==> src/rtl/xadc_neuron_sampler_if.sv <==
// xadc_neuron_sampler_if: DRP port bundle between the neuron
// sampler (master) and the XADC dynamic reconfiguration port (slave).
interface xadc_neuron_sampler_if;
    logic        drp_den;
    logic [6:0]  drp_daddr;
    logic        drp_dwe;
    logic [15:0] drp_di;
    logic [15:0] drp_do;
    logic        drp_drdy;

    modport master (
        output drp_den,
        output drp_daddr,
        output drp_dwe,
        output drp_di,
        input  drp_do,
        input  drp_drdy
    );

    modport slave (
        input  drp_den,
        input  drp_daddr,
        input  drp_dwe,
        input  drp_di,
        output drp_do,
        output drp_drdy
    );
endinterface

==> src/rtl/xadc_neuron_sampler.sv <==
// xadc_neuron_sampler: reads two XADC aux channels over DRP, one pair
// per sample period, and thresholds each 12-bit code into a neuron bit.
module xadc_neuron_sampler #(
    parameter logic [6:0] CH0_ADDR    = 7'h10,
    parameter logic [6:0] CH1_ADDR    = 7'h11,
    parameter int         DRP_TIMEOUT = 255
) (
    input  logic                         S_AXI_ACLK,
    input  logic                         S_AXI_ARESETN,
    input  logic [31:0]                  xadc_config,
    xadc_neuron_sampler_if.master        drp,
    output logic [1:0]                   network_output,
    output logic                         sample_valid,
    output logic                         timeout_err
);

    localparam logic [15:0] TMO = 16'(DRP_TIMEOUT);

    typedef enum logic [2:0] {
        S_IDLE,
        S_REQ0,
        S_WAIT0,
        S_REQ1,
        S_WAIT1,
        S_UPDATE,
        S_HOLD
    } state_t;

    state_t      r_state;
    state_t      w_state_nx;

    logic [11:0] r_thr;
    logic [11:0] r_code0;
    logic [15:0] r_per;
    logic [15:0] r_hold;
    logic [15:0] r_wait;
    logic [6:0]  r_daddr;
    logic [1:0]  r_net;
    logic        r_valid;
    logic        r_err;

    logic        w_en;
    logic        w_drdy;
    logic [11:0] w_thr;
    logic [15:0] w_per;
    logic [11:0] w_code;
    logic [15:0] w_wait_nx;
    logic [15:0] w_per_eff;
    logic        w_tmo;
    logic        w_hold_done;
    logic        w_latch;
    logic        w_clr_err;
    logic        w_unused;

    assign w_en        = xadc_config[0];
    assign w_thr       = xadc_config[15:4];
    assign w_per       = xadc_config[31:16];
    assign w_code      = drp.drp_do[15:4];
    assign w_drdy      = drp.drp_drdy;
    assign w_wait_nx   = r_wait + 16'd1;
    assign w_tmo       = (w_wait_nx >= TMO);
    assign w_per_eff   = (r_per == 16'd0) ? 16'd1 : r_per;
    assign w_hold_done = (r_hold <= 16'd1);
    assign w_unused    = ^{xadc_config[3:1], drp.drp_do[3:0]};

    // config is sampled only when a new pair is about to start
    assign w_latch = w_en &&
                     ((r_state == S_IDLE) ||
                      ((r_state == S_HOLD) && w_hold_done));
    assign w_clr_err = w_en && (r_state == S_IDLE);

    // state register
    always_ff @(posedge S_AXI_ACLK or negedge S_AXI_ARESETN) begin
        if (!S_AXI_ARESETN) begin
            r_state <= S_IDLE;
        end else begin
            r_state <= w_state_nx;
        end
    end

    // next-state logic for the two-channel read sequence
    always_comb begin
        w_state_nx = r_state;
        unique case (r_state)
            S_IDLE: begin
                if (w_en) w_state_nx = S_REQ0;
            end
            S_REQ0: w_state_nx = S_WAIT0;
            S_WAIT0: begin
                if (w_drdy)     w_state_nx = S_REQ1;
                else if (w_tmo) w_state_nx = S_HOLD;
            end
            S_REQ1: w_state_nx = S_WAIT1;
            S_WAIT1: begin
                if (w_drdy)     w_state_nx = S_UPDATE;
                else if (w_tmo) w_state_nx = S_HOLD;
            end
            S_UPDATE: w_state_nx = S_HOLD;
            S_HOLD: begin
                if (w_hold_done) begin
                    w_state_nx = w_en ? S_REQ0 : S_IDLE;
                end
            end
            default: w_state_nx = S_IDLE;
        endcase
    end

    // datapath: config latch, codes, counters, outputs
    always_ff @(posedge S_AXI_ACLK or negedge S_AXI_ARESETN) begin
        if (!S_AXI_ARESETN) begin
            r_thr   <= '0;
            r_per   <= '0;
            r_code0 <= '0;
            r_hold  <= '0;
            r_wait  <= '0;
            r_daddr <= '0;
            r_net   <= '0;
            r_valid <= 1'b0;
            r_err   <= 1'b0;
        end else begin
            r_valid <= 1'b0;
            if (w_latch) begin
                r_thr <= w_thr;
                r_per <= w_per;
            end
            if (w_clr_err) r_err <= 1'b0;
            if (w_state_nx == S_REQ0) r_daddr <= CH0_ADDR;
            if (w_state_nx == S_REQ1) r_daddr <= CH1_ADDR;
            if ((w_state_nx == S_HOLD) && (r_state != S_HOLD)) begin
                r_hold <= w_per_eff;
            end
            unique case (r_state)
                S_REQ0, S_REQ1: begin
                    r_wait <= '0;
                end
                S_WAIT0: begin
                    if (w_drdy) begin
                        r_code0 <= w_code;
                    end else if (w_tmo) begin
                        r_err <= 1'b1;
                    end else begin
                        r_wait <= w_wait_nx;
                    end
                end
                S_WAIT1: begin
                    if (w_drdy) begin
                        r_net   <= {(w_code >= r_thr), (r_code0 >= r_thr)};
                        r_valid <= 1'b1;
                    end else if (w_tmo) begin
                        r_err <= 1'b1;
                    end else begin
                        r_wait <= w_wait_nx;
                    end
                end
                S_HOLD: begin
                    if (!w_hold_done) r_hold <= r_hold - 16'd1;
                end
                default: begin
                end
            endcase
        end
    end

    assign drp.drp_den   = (r_state == S_REQ0) || (r_state == S_REQ1);
    assign drp.drp_daddr = r_daddr;
    assign drp.drp_dwe   = 1'b0;
    assign drp.drp_di    = 16'h0000;

    assign network_output = r_net;
    assign sample_valid   = r_valid;
    assign timeout_err    = r_err;

endmodule

==> src/flat_wrapper.sv <==
// flat-port wrapper written by rule: the top's interface ports become plain ports
module xadc_neuron_sampler_flat 
#(
    parameter logic [6:0] CH0_ADDR    = 7'h10,
    parameter logic [6:0] CH1_ADDR    = 7'h11,
    parameter int         DRP_TIMEOUT = 255
)
  (S_AXI_ACLK, S_AXI_ARESETN, xadc_config, network_output, sample_valid, timeout_err, drp_drp_den, drp_drp_daddr, drp_drp_dwe, drp_drp_di, drp_drp_do, drp_drp_drdy);
  xadc_neuron_sampler_if drp_i ();
  input  logic S_AXI_ACLK;
  input  logic S_AXI_ARESETN;
  input  logic [31:0] xadc_config;
  output logic [1:0] network_output;
  output logic sample_valid;
  output logic timeout_err;
  output wire logic [$bits(drp_i.drp_den)-1:0] drp_drp_den;
  output wire logic [$bits(drp_i.drp_daddr)-1:0] drp_drp_daddr;
  output wire logic [$bits(drp_i.drp_dwe)-1:0] drp_drp_dwe;
  output wire logic [$bits(drp_i.drp_di)-1:0] drp_drp_di;
  input wire logic [$bits(drp_i.drp_do)-1:0] drp_drp_do;
  input wire logic [$bits(drp_i.drp_drdy)-1:0] drp_drp_drdy;
  assign drp_drp_den = drp_i.drp_den;
  assign drp_drp_daddr = drp_i.drp_daddr;
  assign drp_drp_dwe = drp_i.drp_dwe;
  assign drp_drp_di = drp_i.drp_di;
  assign drp_i.drp_do = drp_drp_do;
  assign drp_i.drp_drdy = drp_drp_drdy;
  xadc_neuron_sampler #(.CH0_ADDR(CH0_ADDR), .CH1_ADDR(CH1_ADDR), .DRP_TIMEOUT(DRP_TIMEOUT)) u_core (.S_AXI_ACLK(S_AXI_ACLK), .S_AXI_ARESETN(S_AXI_ARESETN), .xadc_config(xadc_config), .drp(drp_i), .network_output(network_output), .sample_valid(sample_valid), .timeout_err(timeout_err));
endmodule
==> config.mk <==
export PLATFORM = sky130hd
export DESIGN_NAME = xadc_neuron_sampler_flat
export DESIGN_NICKNAME = d
export VERILOG_FILES = /design/src/rtl/xadc_neuron_sampler_if.sv /design/src/rtl/xadc_neuron_sampler.sv /design/src/flat_wrapper.sv
export SDC_FILE = /design/constraint.sdc
export NUM_CORES = 1
export LEC_CHECK = 0
export BUFFER_PORTS_ARGS = -buffer_cell sky130_fd_sc_hd__buf_2
export CELL_PAD_IN_SITES_DETAIL_PLACEMENT = 1
export CELL_PAD_IN_SITES_GLOBAL_PLACEMENT = 2
export CORE_AREA = 3 3 119 121
export CTS_CLUSTER_DIAMETER = 40
export DETAILED_ROUTE_END_ITERATION = 10
export DIE_AREA = 0 0 122 124
export GPL_ROUTABILITY_DRIVEN = 0
export PLACE_DENSITY = 0.79
export SLEW_MARGIN = 20
export SYNTH_ARGS = -nofsm -noshare
export SYNTH_HDL_FRONTEND = slang
export SYNTH_SLANG_ARGS = --single-unit
==> constraint.sdc <==
create_clock -name S_AXI_ACLK -period 2.91 [get_ports S_AXI_ACLK]
set_input_delay 0.4365 -clock S_AXI_ACLK [delete_from_list [all_inputs] [get_ports S_AXI_ACLK]]
set_output_delay 0.4365 -clock S_AXI_ACLK [all_outputs]
set_load 0.05 [all_outputs]
==> impl_results.html <==
<table>
<tr><th>Metric</th><th>Value</th></tr>
<tr><th colspan="2">STA</th></tr>
<tr><td>Crit share post-route</td><td>93.66%</td></tr>
<tr><td>Max Freq</td><td>366.9 MHz</td></tr>
<tr><td>Final worst clock skew</td><td>0.004248 ns</td></tr>
<tr><td>Actual slew at the worst max-slew pin</td><td>0.7746 ns</td></tr>
<tr><td>Number of setup violations in the final report</td><td>0</td></tr>
<tr><td>Final min period</td><td>2.725 ns</td></tr>
<tr><td>Slew Viols, Final</td><td>0</td></tr>
<tr><td>Hold Vio Cnt, Final</td><td>0</td></tr>
<tr><td>Total negative slack</td><td>0 ns</td></tr>
<tr><td>Headroom to the max-slew limit</td><td>48.36%</td></tr>
<tr><td>Final Hold Slack</td><td>0.1393 ns</td></tr>
<tr><th colspan="2">Critical path</th></tr>
<tr><td>Setup Crit Path Kind</td><td>reg2reg</td></tr>
<tr><td>Worst-path fanout max</td><td>11</td></tr>
<tr><td>Crit path launch type</td><td>flip-flop</td></tr>
<tr><td>Required @ worst endpoint</td><td>3.14 ns</td></tr>
<tr><td>Register-to-Register Setup Slack</td><td>0.18 ns</td></tr>
<tr><td>Crit end category</td><td>flip-flop</td></tr>
<tr><td>Arrival time worst endpoint</td><td>2.95 ns</td></tr>
<tr><th colspan="2">Clocking</th></tr>
<tr><td>Clk root buf</td><td>sky130_fd_sc_hd__clkbuf_16</td></tr>
<tr><td>Num CTS Buffers</td><td>9</td></tr>
<tr><td># Post-CTS Setup Buffers</td><td>0</td></tr>
<tr><td>Worst-skew pair later-pin latency</td><td>0.34 ns</td></tr>
<tr><td>Clk slew on worst S/H paths</td><td>0.06 ns</td></tr>
<tr><td>CTS HTree Levels</td><td>3</td></tr>
<tr><td>Clock tree from TritonCTS</td><td>done</td></tr>
<tr><td>Number of sinks on the clock net</td><td>81</td></tr>
<tr><td>Maximum buffer depth of the clock tree</td><td>2</td></tr>
<tr><th colspan="2">Placement</th></tr>
<tr><td>Port-buffer cells</td><td>50</td></tr>
<tr><td>Detailed-placement wirelength estimate</td><td>8378 um</td></tr>
<tr><th colspan="2">Synth</th></tr>
<tr><td>Number of flip-flops and latches in the synthesized netlist</td><td>81</td></tr>
<tr><td>Share of the synthesized area in the top cell type</td><td>43.06%</td></tr>
<tr><td>Distinct cells, synth</td><td>52</td></tr>
<tr><td>Part of the Yosys area used for sequential elements</td><td>43.06%</td></tr>
<tr><td>Post-Syn Area</td><td>4707 um^2</td></tr>
<tr><td>Cell count after synthesis</td><td>474</td></tr>
<tr><td>Dominant cell by count in the synthesized netlist</td><td>sky130_fd_sc_hd__dfrtp_1</td></tr>
<tr><td>Cell taking the most area after synthesis</td><td>sky130_fd_sc_hd__dfrtp_1</td></tr>
<tr><td>Synthesis warning total</td><td>0</td></tr>
<tr><td>Number of synthesized flops with an enable pin</td><td>0</td></tr>
<tr><td>Prevailing post-synth register cell</td><td>sky130_fd_sc_hd__dfrtp_1</td></tr>
<tr><td>Synthesized area per cell</td><td>9.930 um^2</td></tr>
<tr><td>Commonest cells post-synth</td><td>sky130_fd_sc_hd__dfrtp_1 (81), sky130_fd_sc_hd__nor2_1 (34), sky130_fd_sc_hd__nand2_1 (31)</td></tr>
<tr><td>Cell types with the largest area share after synthesis</td><td>sky130_fd_sc_hd__dfrtp_1 (43%), sky130_fd_sc_hd__ha_1 (7.4%), sky130_fd_sc_hd__mux2_2 (6.7%)</td></tr>
<tr><td>Post-synth ARST share</td><td>100.0%</td></tr>
<tr><th colspan="2">Power</th></tr>
<tr><td>Sw Ratio</td><td>38.66%</td></tr>
<tr><td>Register share of total power</td><td>37.0%</td></tr>
<tr><td>Leak Pwr</td><td>2.480 nW</td></tr>
<tr><td>Peak VDD IR</td><td>0.2835 mV</td></tr>
<tr><td>Share of power burned in the clock network</td><td>22.5%</td></tr>
<tr><td>Total net switching power</td><td>0.002085 W</td></tr>
<tr><td>Power Internal</td><td>0.003309 W</td></tr>
<tr><td>Part of the total power dissipated in combinational logic</td><td>40.6%</td></tr>
<tr><td>Total power density per cell area</td><td>987.2 nW/um^2</td></tr>
<tr><th colspan="2">Hold path</th></tr>
<tr><td>Path type of the worst min-delay path</td><td>in2async</td></tr>
<tr><th colspan="2">Cells and area</th></tr>
<tr><td>Number of antenna repair diodes</td><td>0</td></tr>
<tr><td>Area added between synthesis and finish</td><td>16.08%</td></tr>
<tr><td>Fraction of final layout cells sized beyond drive strength 1</td><td>25.56%</td></tr>
<tr><td>Total number of nets in the final design</td><td>607</td></tr>
<tr><th colspan="2">Global routing</th></tr>
<tr><td>Wire length of the first global-routing pass</td><td>20,250 um</td></tr>
<tr><td>Largest net degree at the start of global routing</td><td>82</td></tr>
<tr><td>Via count of the first global-routing pass</td><td>4,017</td></tr>
<tr><td>GRT Total Usage</td><td>17.12%</td></tr>
<tr><td>GR Overflow Total</td><td>0</td></tr>
<tr><td>Initial antenna violation count</td><td>0</td></tr>
<tr><th colspan="2">Outcome</th></tr>
<tr><td>Outcome</td><td>completed</td></tr>
<tr><th colspan="2">Floorplan</th></tr>
<tr><td>Die ar.</td><td>15,130 um^2</td></tr>
<tr><td>FP Rows</td><td>42</td></tr>
<tr><td>Die Width</td><td>122 um</td></tr>
<tr><td>Top-Level Pins</td><td>80</td></tr>
<tr><td>Initial cell density of the core</td><td>35.69%</td></tr>
<tr><td>Chip height</td><td>124 um</td></tr>
<tr><td>Area of the core region</td><td>13,190 um^2</td></tr>
<tr><th colspan="2">Route</th></tr>
<tr><td>DRC viols</td><td>0</td></tr>
<tr><td>Routed wire length</td><td>12,020 um</td></tr>
<tr><td>Overall via count from detail_route</td><td>3,739</td></tr>
<tr><td>DRT Pass-1 Iters</td><td>4</td></tr>
<tr><td>Routed length per instance</td><td>16.98 um</td></tr>
<tr><td>Ratio of routed vias to standard cells</td><td>5.281</td></tr>
<tr><td>Number of violations reported at the end of detailed-routing iteration 0</td><td>181</td></tr>
<tr><td>Count of nets left with antenna violations after detail routing</td><td>0</td></tr>
<tr><th colspan="2">Flow run</th></tr>
<tr><td>Maxcap violations</td><td>0</td></tr>
</table>
layer usage:
metal	GRT usage, %	wire length, um	part of all wire [%]
met5	0	0	0
met4	8.473	263	2.2
met3	2.679	363	3.0
met2	29.73	6203	52
met1	20.73	5193	43
state kept, by name, summed over array words and instances (netlist names):
register	flops
u_core.sample_valid	1
u_core.r_wait	16
u_core.r_state	3
u_core.r_hold	16
u_core.network_output	2
u_core.r_code0	12
u_core.drp.drp_daddr	2
u_core.r_per	16
u_core.r_thr	12
u_core.timeout_err	1
placed cells by master (no fill, tap or decap), drive strengths merged, types with 9 or more instances in the layout:
| cell | instances |
|---|---|
| o221a | 14 |
| nor3 | 9 |
| a21o | 9 |
| o21ai | 26 |
| nand3 | 21 |
| nand2b | 10 |
| o211ai | 9 |
| inv | 21 |
| ha | 28 |
| dfrtp | 81 |
| and3 | 17 |
| conb | 22 |
| and2 | 10 |
| clkbuf | 13 |
| mux2 | 28 |
| buf | 66 |
| nor2 | 34 |
| nor4 | 10 |
| a21oi | 16 |
| nand2 | 31 |
critical path, stage by stage, from the launching register on:
cell	delay [ns]
sky130_fd_sc_hd__dfrtp_2	0.44
sky130_fd_sc_hd__ha_2	0.23
sky130_fd_sc_hd__nand3_1	0.14
sky130_fd_sc_hd__buf_4	0.16
sky130_fd_sc_hd__nor4_1	0.05
sky130_fd_sc_hd__o31ai_1	0.62
sky130_fd_sc_hd__a31o_2	0.39
sky130_fd_sc_hd__buf_4	0.23
sky130_fd_sc_hd__a21oi_1	0.09
sky130_fd_sc_hd__o221a_2	0.25
through the flow:
| stage | std cells | util (%) | setup WS, ns | total power, W | cell area (um^2) |
|---|---|---|---|---|---|
| after global routing | 708 | 41.42 | -0.008929 | 0.005838 | 5464 |
| after CTS | 708 | 41.24 | 0.06604 | 0.005460 | 5440 |
| final | 708 | 41.42 | 0.1846 | 0.005394 | 5464 |
| after global placement | 693 | 38.85 | 0.1415 | 0.004053 | 5125 |
| after detailed placement | 693 | 38.85 | 0.06911 | 0.004191 | 5125 |
| after floorplan | 495 | - | 0.3224 | 0.003547 | 4786 |
final timing paths:
kind,cells past startpoint,endpoint,start
worst max-delay path,9,u_core.r_hold[3]$_DFF_PN0_,u_core.r_wait[0]$_DFFE_PN0P_
worst min-delay path,1,u_core.r_thr[9]$_DFFE_PN0P_,S_AXI_ARESETN
worst max register to register,9,u_core.r_hold[3]$_DFF_PN0_,u_core.r_wait[0]$_DFFE_PN0P_
worst min register to register,1,u_core.drp.drp_daddr[4]$_DFFE_PN0P_,u_core.drp.drp_daddr[4]$_DFFE_PN0P_
max in group asynchronous,1,u_core.r_wait[0]$_DFFE_PN0P_,S_AXI_ARESETN
min in group S_AXI_ACLK,3,u_core.r_thr[10]$_DFFE_PN0P_,xadc_config[14]
kinds of logic (layout without fill, tap and decap cells):
family / Yosys count / count (layout) / share of synthesized area (%)
AND/OR/NAND/NOR: 159 / 159 / 17.62
flip-flops: 81 / 81 / 43.06
multiplexers: 30 / 30 / 7.124
buffers and inverters: 65 / 102 / 7.230
other: 1 / 22 / 0.07967
XOR/XNOR: 3 / 3 / 0.5583
adder cells (fa/ha/maj): 28 / 28 / 7.443
AO/OA/AOI/OAI: 107 / 107 / 16.88
final cells by class:
type	instances	area (um^2)
Clock inverter	2	35.03
Inverter	21	78.83
Multi-Input combinational cell	349	2440
Timing Repair Buffer	66	380.4
Tap cell	176	220.2
Sequential cell	81	2029
Clock buffer	13	280.3
Fill cell	1496	7726
repair_timing:
action / CTS / global route
hold endpoints to repair: 0 / 0
hold buffers: 0 / 0
resized for setup: 0 / 6
endpoints found under the setup margin: 0 / 13
power by group through the flow:
stage          logic [W]  registers, W  clock network (W)
2_1_floorplan    0.00162       0.00192                  0
6_report         0.00219       0.00199            0.00121
3_5_place_dp     0.00219       0.00201                  0
3_3_place_gp     0.00207       0.00198                  0
5_1_grt          0.00247       0.00207            0.00129
4_1_cts          0.00222       0.00199            0.00125
Note: power is estimated with default switching activity, not from simulation.
